### config.mk
export PLATFORM = sky130hd
export DESIGN_NAME = backtrack_stack
export DESIGN_NICKNAME = d
export VERILOG_FILES = /design/src/rtl/backtrack_stack.sv
export SDC_FILE = /design/constraint.sdc
export NUM_CORES = 1
export LEC_CHECK = 0
export CAP_MARGIN = 30
export CORE_ASPECT_RATIO = 1.5
export CORE_MARGIN = 8
export CORE_UTILIZATION = 35
export DETAILED_ROUTE_END_ITERATION = 12
export SKIP_LAST_GASP = 1
export SLEW_MARGIN = 20
export SYNTH_ARGS = -nofsm -noshare
export SYNTH_HDL_FRONTEND = slang
export SYNTH_SLANG_ARGS = --single-unit
### constraint.sdc
create_clock -name clk -period 7.8 [get_ports clk]
set_input_delay 0.78 -clock clk [delete_from_list [all_inputs] [get_ports clk]]
set_output_delay 0.78 -clock clk [all_outputs]
set_load 0.02 [all_outputs]
### src/rtl/backtrack_stack.sv
// rtl/backtrack_stack.sv - LIFO store of per-level search state for the backtracking datapath
// Optional build macro BACKTRACK_STACK_HWM_EN adds the high_water occupancy port.
module backtrack_stack #(
  parameter int WIDTH = 16,
  parameter int DEPTH = 16,
  parameter int CNT_W = $clog2(DEPTH) + 1
) (
  input  logic             clk,
  input  logic             rst,
  input  logic             clear,
  input  logic             push,
  input  logic [WIDTH-1:0] push_data,
  input  logic             pop,
  output logic [WIDTH-1:0] top_data,
  output logic             top_valid,
  output logic             empty,
  output logic             full,
  output logic [CNT_W-1:0] count,
  output logic             overflow,
  output logic             underflow
`ifdef BACKTRACK_STACK_HWM_EN
  ,
  output logic [CNT_W-1:0] high_water
`endif
);

  localparam int AW = $clog2(DEPTH);
  localparam logic [CNT_W-1:0] DEPTH_C = CNT_W'(DEPTH);
  localparam logic [CNT_W-1:0] ONE     = CNT_W'(1);
  localparam logic [CNT_W-1:0] TWO     = CNT_W'(2);

  typedef enum logic [1:0] {S_EMPTY, S_PART, S_FULL} state_t;

  state_t           state, state_nxt;
  logic [WIDTH-1:0] mem [DEPTH];
  logic [CNT_W-1:0] count_nxt;
  logic [WIDTH-1:0] top_nxt;
  logic             ov_nxt, un_nxt, wr_en;
  logic [AW-1:0]    wr_idx, rd_idx;

  assign empty     = (count == '0);
  assign full      = (count == DEPTH_C);
  assign top_valid = (state != S_EMPTY);

  // Entry just below the current top, used when a pop exposes it.
  assign rd_idx = AW'(count - TWO);

  always_comb begin
    count_nxt = count;
    top_nxt   = top_data;
    ov_nxt    = overflow;
    un_nxt    = underflow;
    wr_en     = 1'b0;
    wr_idx    = AW'(count);
    if (clear) begin
      count_nxt = '0;
      top_nxt   = '0;
      ov_nxt    = 1'b0;
      un_nxt    = 1'b0;
    end else if (push && pop && !empty) begin
      wr_en   = 1'b1;
      wr_idx  = AW'(count - ONE);
      top_nxt = push_data;
    end else if (push) begin
      // Also covers push+pop on an empty stack, which behaves as a plain push.
      if (full) begin
        ov_nxt = 1'b1;
      end else begin
        wr_en     = 1'b1;
        count_nxt = count + ONE;
        top_nxt   = push_data;
      end
    end else if (pop) begin
      if (empty) begin
        un_nxt = 1'b1;
      end else if (count == ONE) begin
        count_nxt = '0;
        top_nxt   = '0;
      end else begin
        count_nxt = count - ONE;
        top_nxt   = mem[rd_idx];
      end
    end
  end

  always_comb begin
    state_nxt = state;
    if (clear) begin
      state_nxt = S_EMPTY;
    end else begin
      case (state)
        S_EMPTY: if (push) state_nxt = S_PART;
        S_PART: begin
          if (push && !pop && count == DEPTH_C - ONE) state_nxt = S_FULL;
          else if (pop && !push && count == ONE)      state_nxt = S_EMPTY;
        end
        S_FULL:  if (pop && !push) state_nxt = S_PART;
        default: state_nxt = S_EMPTY;
      endcase
    end
  end

  always_ff @(posedge clk or posedge rst) begin
    if (rst) begin
      state     <= S_EMPTY;
      count     <= '0;
      top_data  <= '0;
      overflow  <= 1'b0;
      underflow <= 1'b0;
    end else begin
      state     <= state_nxt;
      count     <= count_nxt;
      top_data  <= top_nxt;
      overflow  <= ov_nxt;
      underflow <= un_nxt;
    end
  end

  // Storage needs no reset; gating with rst drops a write racing a reset.
  always_ff @(posedge clk) begin
    if (wr_en && !rst) mem[wr_idx] <= push_data;
  end

`ifdef BACKTRACK_STACK_HWM_EN
  always_ff @(posedge clk or posedge rst) begin
    if (rst)                         high_water <= '0;
    else if (clear)                  high_water <= '0;
    else if (count_nxt > high_water) high_water <= count_nxt;
  end
`endif

endmodule

### After elaboration in Yosys (flattened, before gate mapping)

Memory sizes are Yosys's and may differ from the RTL's.
Cells that the tools add are included.

| cells by class | value |
|---|---|
| reduce and logical (&&, ||, !) cells | 25 |
| equal/unequal tests | 14 |
| add/subtract/negate cells | 3 |
| multiplexer cells | 37 |

Operator list:

| cell | number |
|---|---|
| $mux W16 | 7 |
| $mux W5 | 7 |
| $mux W1 | 15 |
| $ne A3 B3 Y1 const B | 4 |
| $mux W2 | 5 |
| $reduce_bool A2 Y1 | 5 |
| $reduce_and A3 Y1 | 3 |
| $mux W4 | 2 |
| $ne A4 B3 Y1 const B | 2 |
| $reduce_and A4 Y1 | 2 |
| $logic_and A1 B1 Y1 | 7 |
| $pmux W2 S3 | 1 |
| $add A5 B1 Y5 const B | 1 |
| $eq A5 B1 Y1 const B | 1 |
| $eq A5 B4 Y1 const B | 1 |
| $eq A5 B5 Y1 const B | 1 |
| $logic_not A5 Y1 | 1 |
| $sub A5 B1 Y5 const B | 1 |
| $logic_not A1 Y1 | 4 |
| $ne A2 B2 Y1 const B | 2 |
| $ne A4 B4 Y1 const B | 1 |
| $reduce_bool A4 Y1 | 1 |
| $sub A4 B2 Y4 const B | 1 |
| $reduce_bool A3 Y1 | 1 |
| other kinds (3) | 3 |

| storage, ports and cells | value |
|---|---|
| memories | 1 |
| bits in writable memories | 256 |
| output and inout bits | 26 |
| bits in registers | 25 |
| logic and storage cells | 85 |
| bits of input ports | 21 |

Memory list:

| name | depth | bits a word | read ports | clocked after Yosys merged registers in | wr ports | RTL line | source |
|---|---|---|---|---|---|---|---|
| mem | 16 | 16 | 1 | 0 | 1 | 35 | `logic [WIDTH-1:0] mem [DEPTH];` |

### Longest topological paths before layout

| depth | value |
|---|---|
| depth after elaboration | 8 |
| depth in mapped cells | 11 |
| depth with buffers taken out | 7 |

### Least setup slack after synthesis

Ideal clock, no wire load.

| timing path | value |
|---|---|
| kind | reg2reg |
| from | register count[1] |
| to | memory mem[12][0] (enable) |
| path buffers | 2 |
| data arrival time | 3586 ps |
| path slack | 3805 ps |
| stages on the path, launching flop included | 10 |
| library setup time | 409 ps |
| cell sequence | dfrtp_1 -> clkbuf_1 -> clkinv_1 -> clkbuf_1 -> ha_1 -> or4b_4 -> and3_1 -> nor3_1 -> a31oi_1 -> nor3_1 |

| on the way | value |
|---|---|
| longest elaborated chain between the ends | 8 |
| elaborated cells between the ends (all ways) | 14 |
| those cells by class | add/sub: 1; eq/ne: 1; mux: 8; reduce/logical: 4 |

Ends and longest elaborated chain:

| item | RTL line | source |
|---|---|---|
| from (decl) | 18 | `output logic [CNT_W-1:0] count,` |
| from (signal assigned) | 112 | `count <= count_nxt;` |
| $eq A5 B5 Y1 or $logic_not A5 Y1 (tied branches) | 42, 41 |  |
| $mux W1 or $logic_not A1 Y1 (tied branches) | 66, 60 |  |
| $mux W1 or $logic_and A1 B1 Y1 (tied branches) | 64, 60 |  |
| $mux W1 | 60 | `end else if (push && pop && !empty) begin` |
| $mux W1 | 55 | `if (clear) begin` |
| $logic_and A1 B1 Y1 | 121 | `if (wr_en && !rst) mem[wr_idx] <= push_data;` |
| $mux W1 | 121 |  |
| $mux W1 (not written as such) | 121 |  |
| to (decl) | 35 |  |

Several ways; a longest one is shown, not always the timed one.

### Worst setup path in the final report

| timing path | value |
|---|---|
| from | register count[1] |
| to | memory mem[10][15] (enable) |

The elaborated chain is that of the path after synthesis.

==> metrics.log <==
INFO  metric status = completed
INFO  metric synth_enable_flop_cells = roughly 260
INFO  metric hold_path.class = register to register
INFO  metric tritoncts_num_sinks = 281
INFO  metric layout.cells.most_common_list = sky130_fd_sc_hd__edfxtp_1 (256), sky130_fd_sc_hd__mux4_2 (64), sky130_fd_sc_hd__nand2_1 (52)
INFO  metric detail-route-antenna-nets = 0
INFO  metric via_count_of_the_first_global_routing_pass = 6412
INFO  metric powerDensity = between 300 and 400 mW/mm2
INFO  metric floorplan.io_pins = 47
INFO  metric top_cells_by_area_synth = sky130_fd_sc_hd__edfxtp_1 (67%), sky130_fd_sc_hd__mux4_2 (13%), sky130_fd_sc_hd__dfrtp_1 (5.4%)
INFO  metric avgSynthCellArea = around 18 um2
INFO  metric synthesis.area = between 0.01 and 0.015 mm2
INFO  metric post_cts_resized = 0
INFO  metric cts_made_buffers = 27
INFO  metric cts.htree.levels = 1
INFO  metric initial_core_util = 35.4%
INFO  metric drcViolationCount = 0
INFO  metric grt_overflow_total = 0
INFO  metric hold_viol = 0
INFO  metric finish.utilization = 41.6%
INFO  metric core_outline_area = about 0.033 mm2
INFO  metric detailedRoute.firstIterationViolations = 397
INFO  metric drt-vias-per-instance = roughly 5.4
INFO  metric share_of_layout_cells_above_drive_strength_1 = 21.5%
INFO  metric crit_fanout = 23
INFO  metric grt_pass1_wl = 42400 um
INFO  metric leakagePower = 4.48 nW
INFO  metric pin_count_of_the_biggest_net_entering_global_routing = 54
INFO  metric core.rowCount = 81
INFO  metric worst_ep_arrival_time = between 4000 and 5000 ps
INFO  metric post-route-period-util = a little under three fifths
INFO  metric buffer_count_from_post_cts_setup_fixing = 0
INFO  metric timing.critical_path.to_type = register
INFO  metric drv.max_cap_violation_count = 0
INFO  metric clkSlewWorstSetupHoldPaths = 70 ps
INFO  metric yosysWarnings = 0
INFO  metric layout.cells.most_common = sky130_fd_sc_hd__edfxtp_1
INFO  metric hold-path-cell-count = 2
INFO  metric global_route.usage.total = 14.8%
INFO  metric portBuffers = 46
INFO  metric grt_antenna_before_repair = 0
INFO  metric synth.net_count = 670
INFO  metric ctsRootBufferMaster = sky130_fd_sc_hd__clkbuf_16
INFO  metric dieArea = 0.0391 mm2
INFO  metric reg2regPathDepth = 9
INFO  metric dp_slack = around 3400 ps
INFO  metric die_h = 238 um
INFO  metric dpl.hpwl = 18100 um
INFO  metric dominantRegCellSynth = sky130_fd_sc_hd__edfxtp_1
INFO  metric clock_tree_from_tritoncts = yes
INFO  metric final.setup_skew = 11.9 ps
INFO  metric synth_seq_area_share = between 70% and 80%
INFO  metric critical_path_class = register to register
INFO  metric maxClockFrequency = 229 MHz
INFO  metric period_minus_slack = between 4000 and 5000 ps
INFO  metric areaGrowthSynthToFinish = 17.6%
INFO  metric final_nets = 732
INFO  metric netlist-cell-type-count = 45
INFO  metric antenna_cells_inserted = 0
INFO  metric via_count = around 6000
INFO  metric detail_route.wl_per_cell = 25.0 um
INFO  metric cts_hold_buffers_added = 0
INFO  metric unrepaired_setup_endpoints_after_global_routing = no
INFO  metric netlist_instances = roughly 640
INFO  metric clock_tree.buffer_depth = 3
INFO  metric vdd_drop_max = around 190 uV
INFO  metric final.setup.worst_slack = 3440 ps
INFO  metric worst_setup_path_start_kind = register
INFO  metric detail_route.wirelength = 28500 um
INFO  metric remaining_max_slew_budget_at_the_tightest_pin = 35.9%
INFO  metric finalSetupViolCount = 0
INFO  metric drv_slew = 0
INFO  metric clk_latency = 540 ps
INFO  metric final.setup.tns = 0 ps
INFO  metric synth-seq-cells = 281
INFO  metric critPathRequiredTime = 8030 ps
INFO  metric netlist.top_cell.by_area = sky130_fd_sc_hd__edfxtp_1
INFO  metric worst_slew_pin_slew = 956 ps
INFO  metric drt-pass1-iter-count = 5
INFO  metric dieWidth = 164 um
INFO  metric synth-async-reset-ratio = 8.90%
INFO  metric place_congestion = 0.815
INFO  metric synth.top_cell.area_share = 66.8%
flip-flops by register name (all words and copies together), names as in the netlist:
name	flops
count	5
state	2
underflow	1
mem	256
overflow	1
top_data	16
cell families (layout without fill, tap and decap cells):
| family | after synthesis | after routing | share of synthesized area [%] |
|---|---|---|---|
| buffers and inverters | 47 | 128 | 1.83 |
| multiplexers | 99 | 99 | 15.6 |
| adder cells (fa/ha/maj) | 8 | 8 | 0.870 |
| flip-flops | 281 | 281 | 72.2 |
| AND/OR/NAND/NOR | 138 | 138 | 5.52 |
| XOR/XNOR | 7 | 7 | 0.696 |
| AO/OA/AOI/OAI | 61 | 61 | 3.27 |
cell usage after synthesis, types with 3 or more instances:
master                       n
sky130_fd_sc_hd__edfxtp_1  256
sky130_fd_sc_hd__mux4_2     64
sky130_fd_sc_hd__nand2_1    52
sky130_fd_sc_hd__nor2_1     50
sky130_fd_sc_hd__mux2i_1    35
sky130_fd_sc_hd__a21oi_1    26
sky130_fd_sc_hd__dfrtp_1    25
sky130_fd_sc_hd__a31oi_1    19
sky130_fd_sc_hd__clkbuf_1   16
sky130_fd_sc_hd__buf_2      15
sky130_fd_sc_hd__nor3_1     14
sky130_fd_sc_hd__inv_1      10
sky130_fd_sc_hd__ha_1        8
sky130_fd_sc_hd__nor2b_1     5
sky130_fd_sc_hd__xnor2_1     5
sky130_fd_sc_hd__buf_1       3
sky130_fd_sc_hd__o21ai_0     3
sky130_fd_sc_hd__or2_2       3
power by group:
group / switching [mW] / internal, mW
registers: 0.102 / 1.73
clock network: 0.551 / 0.804
logic: 0.921 / 0.716
critical path, stage by stage (launching register included):
cell	delay, ps
sky130_fd_sc_hd__dfrtp_1	330
sky130_fd_sc_hd__buf_4	290
sky130_fd_sc_hd__clkinv_1	720
sky130_fd_sc_hd__ha_2	480
sky130_fd_sc_hd__a21boi_0	420
sky130_fd_sc_hd__nand3_1	160
sky130_fd_sc_hd__xnor2_1	170
sky130_fd_sc_hd__nand2_1	290
sky130_fd_sc_hd__nor3_2	810
sky130_fd_sc_hd__buf_4	350
layout make-up:
cell class                      count  area [um2]
Sequential cell                   281        8320
Timing Repair Buffer               69         659
Clock buffer                       31         701
Inverter                           11        41.3
Tap cell                          415         519
Clock inverter                     17         204
Multi-Input combinational cell    313        3090
Fill cell                        2822       19000
worst paths after layout:
check,to,startpoint,slack (ps)
max,mem[10][15],count[1],3440
min reg2reg,overflow,overflow,510
min,overflow,overflow,510
max reg2reg,mem[10][15],count[1],3440
max in group asynchronous,count[0],rst,6200
min in group asynchronous,count[3],rst,790
metrics by stage:
step	hold slack [ps]	instances	cell area (um2)	power [mW]
6_report	506	1137	13500	4.82
5_1_grt	545	1137	13500	5.02
4_1_cts	516	1134	13500	4.87
3_5_place_dp	502	1086	12600	3.52
3_3_place_gp	476	1083	12500	3.51
2_1_floorplan	476	641	11500	2.95
routing by layer:
metal / routed length (um) / track usage (%) / vias up / part of all wire, %
met3: 1390 / 1.95 / 62 / 4.9
met5: 0 / 0 / - / 0
met2: 15000 / 26.5 / 199 / 53
met4: 1110 / 6.63 / 0 / 3.9
met1: 11000 / 17.4 / 3189 / 39
li1: - / - / 2649 / -
Note: power is estimated with default switching activity, not from simulation.
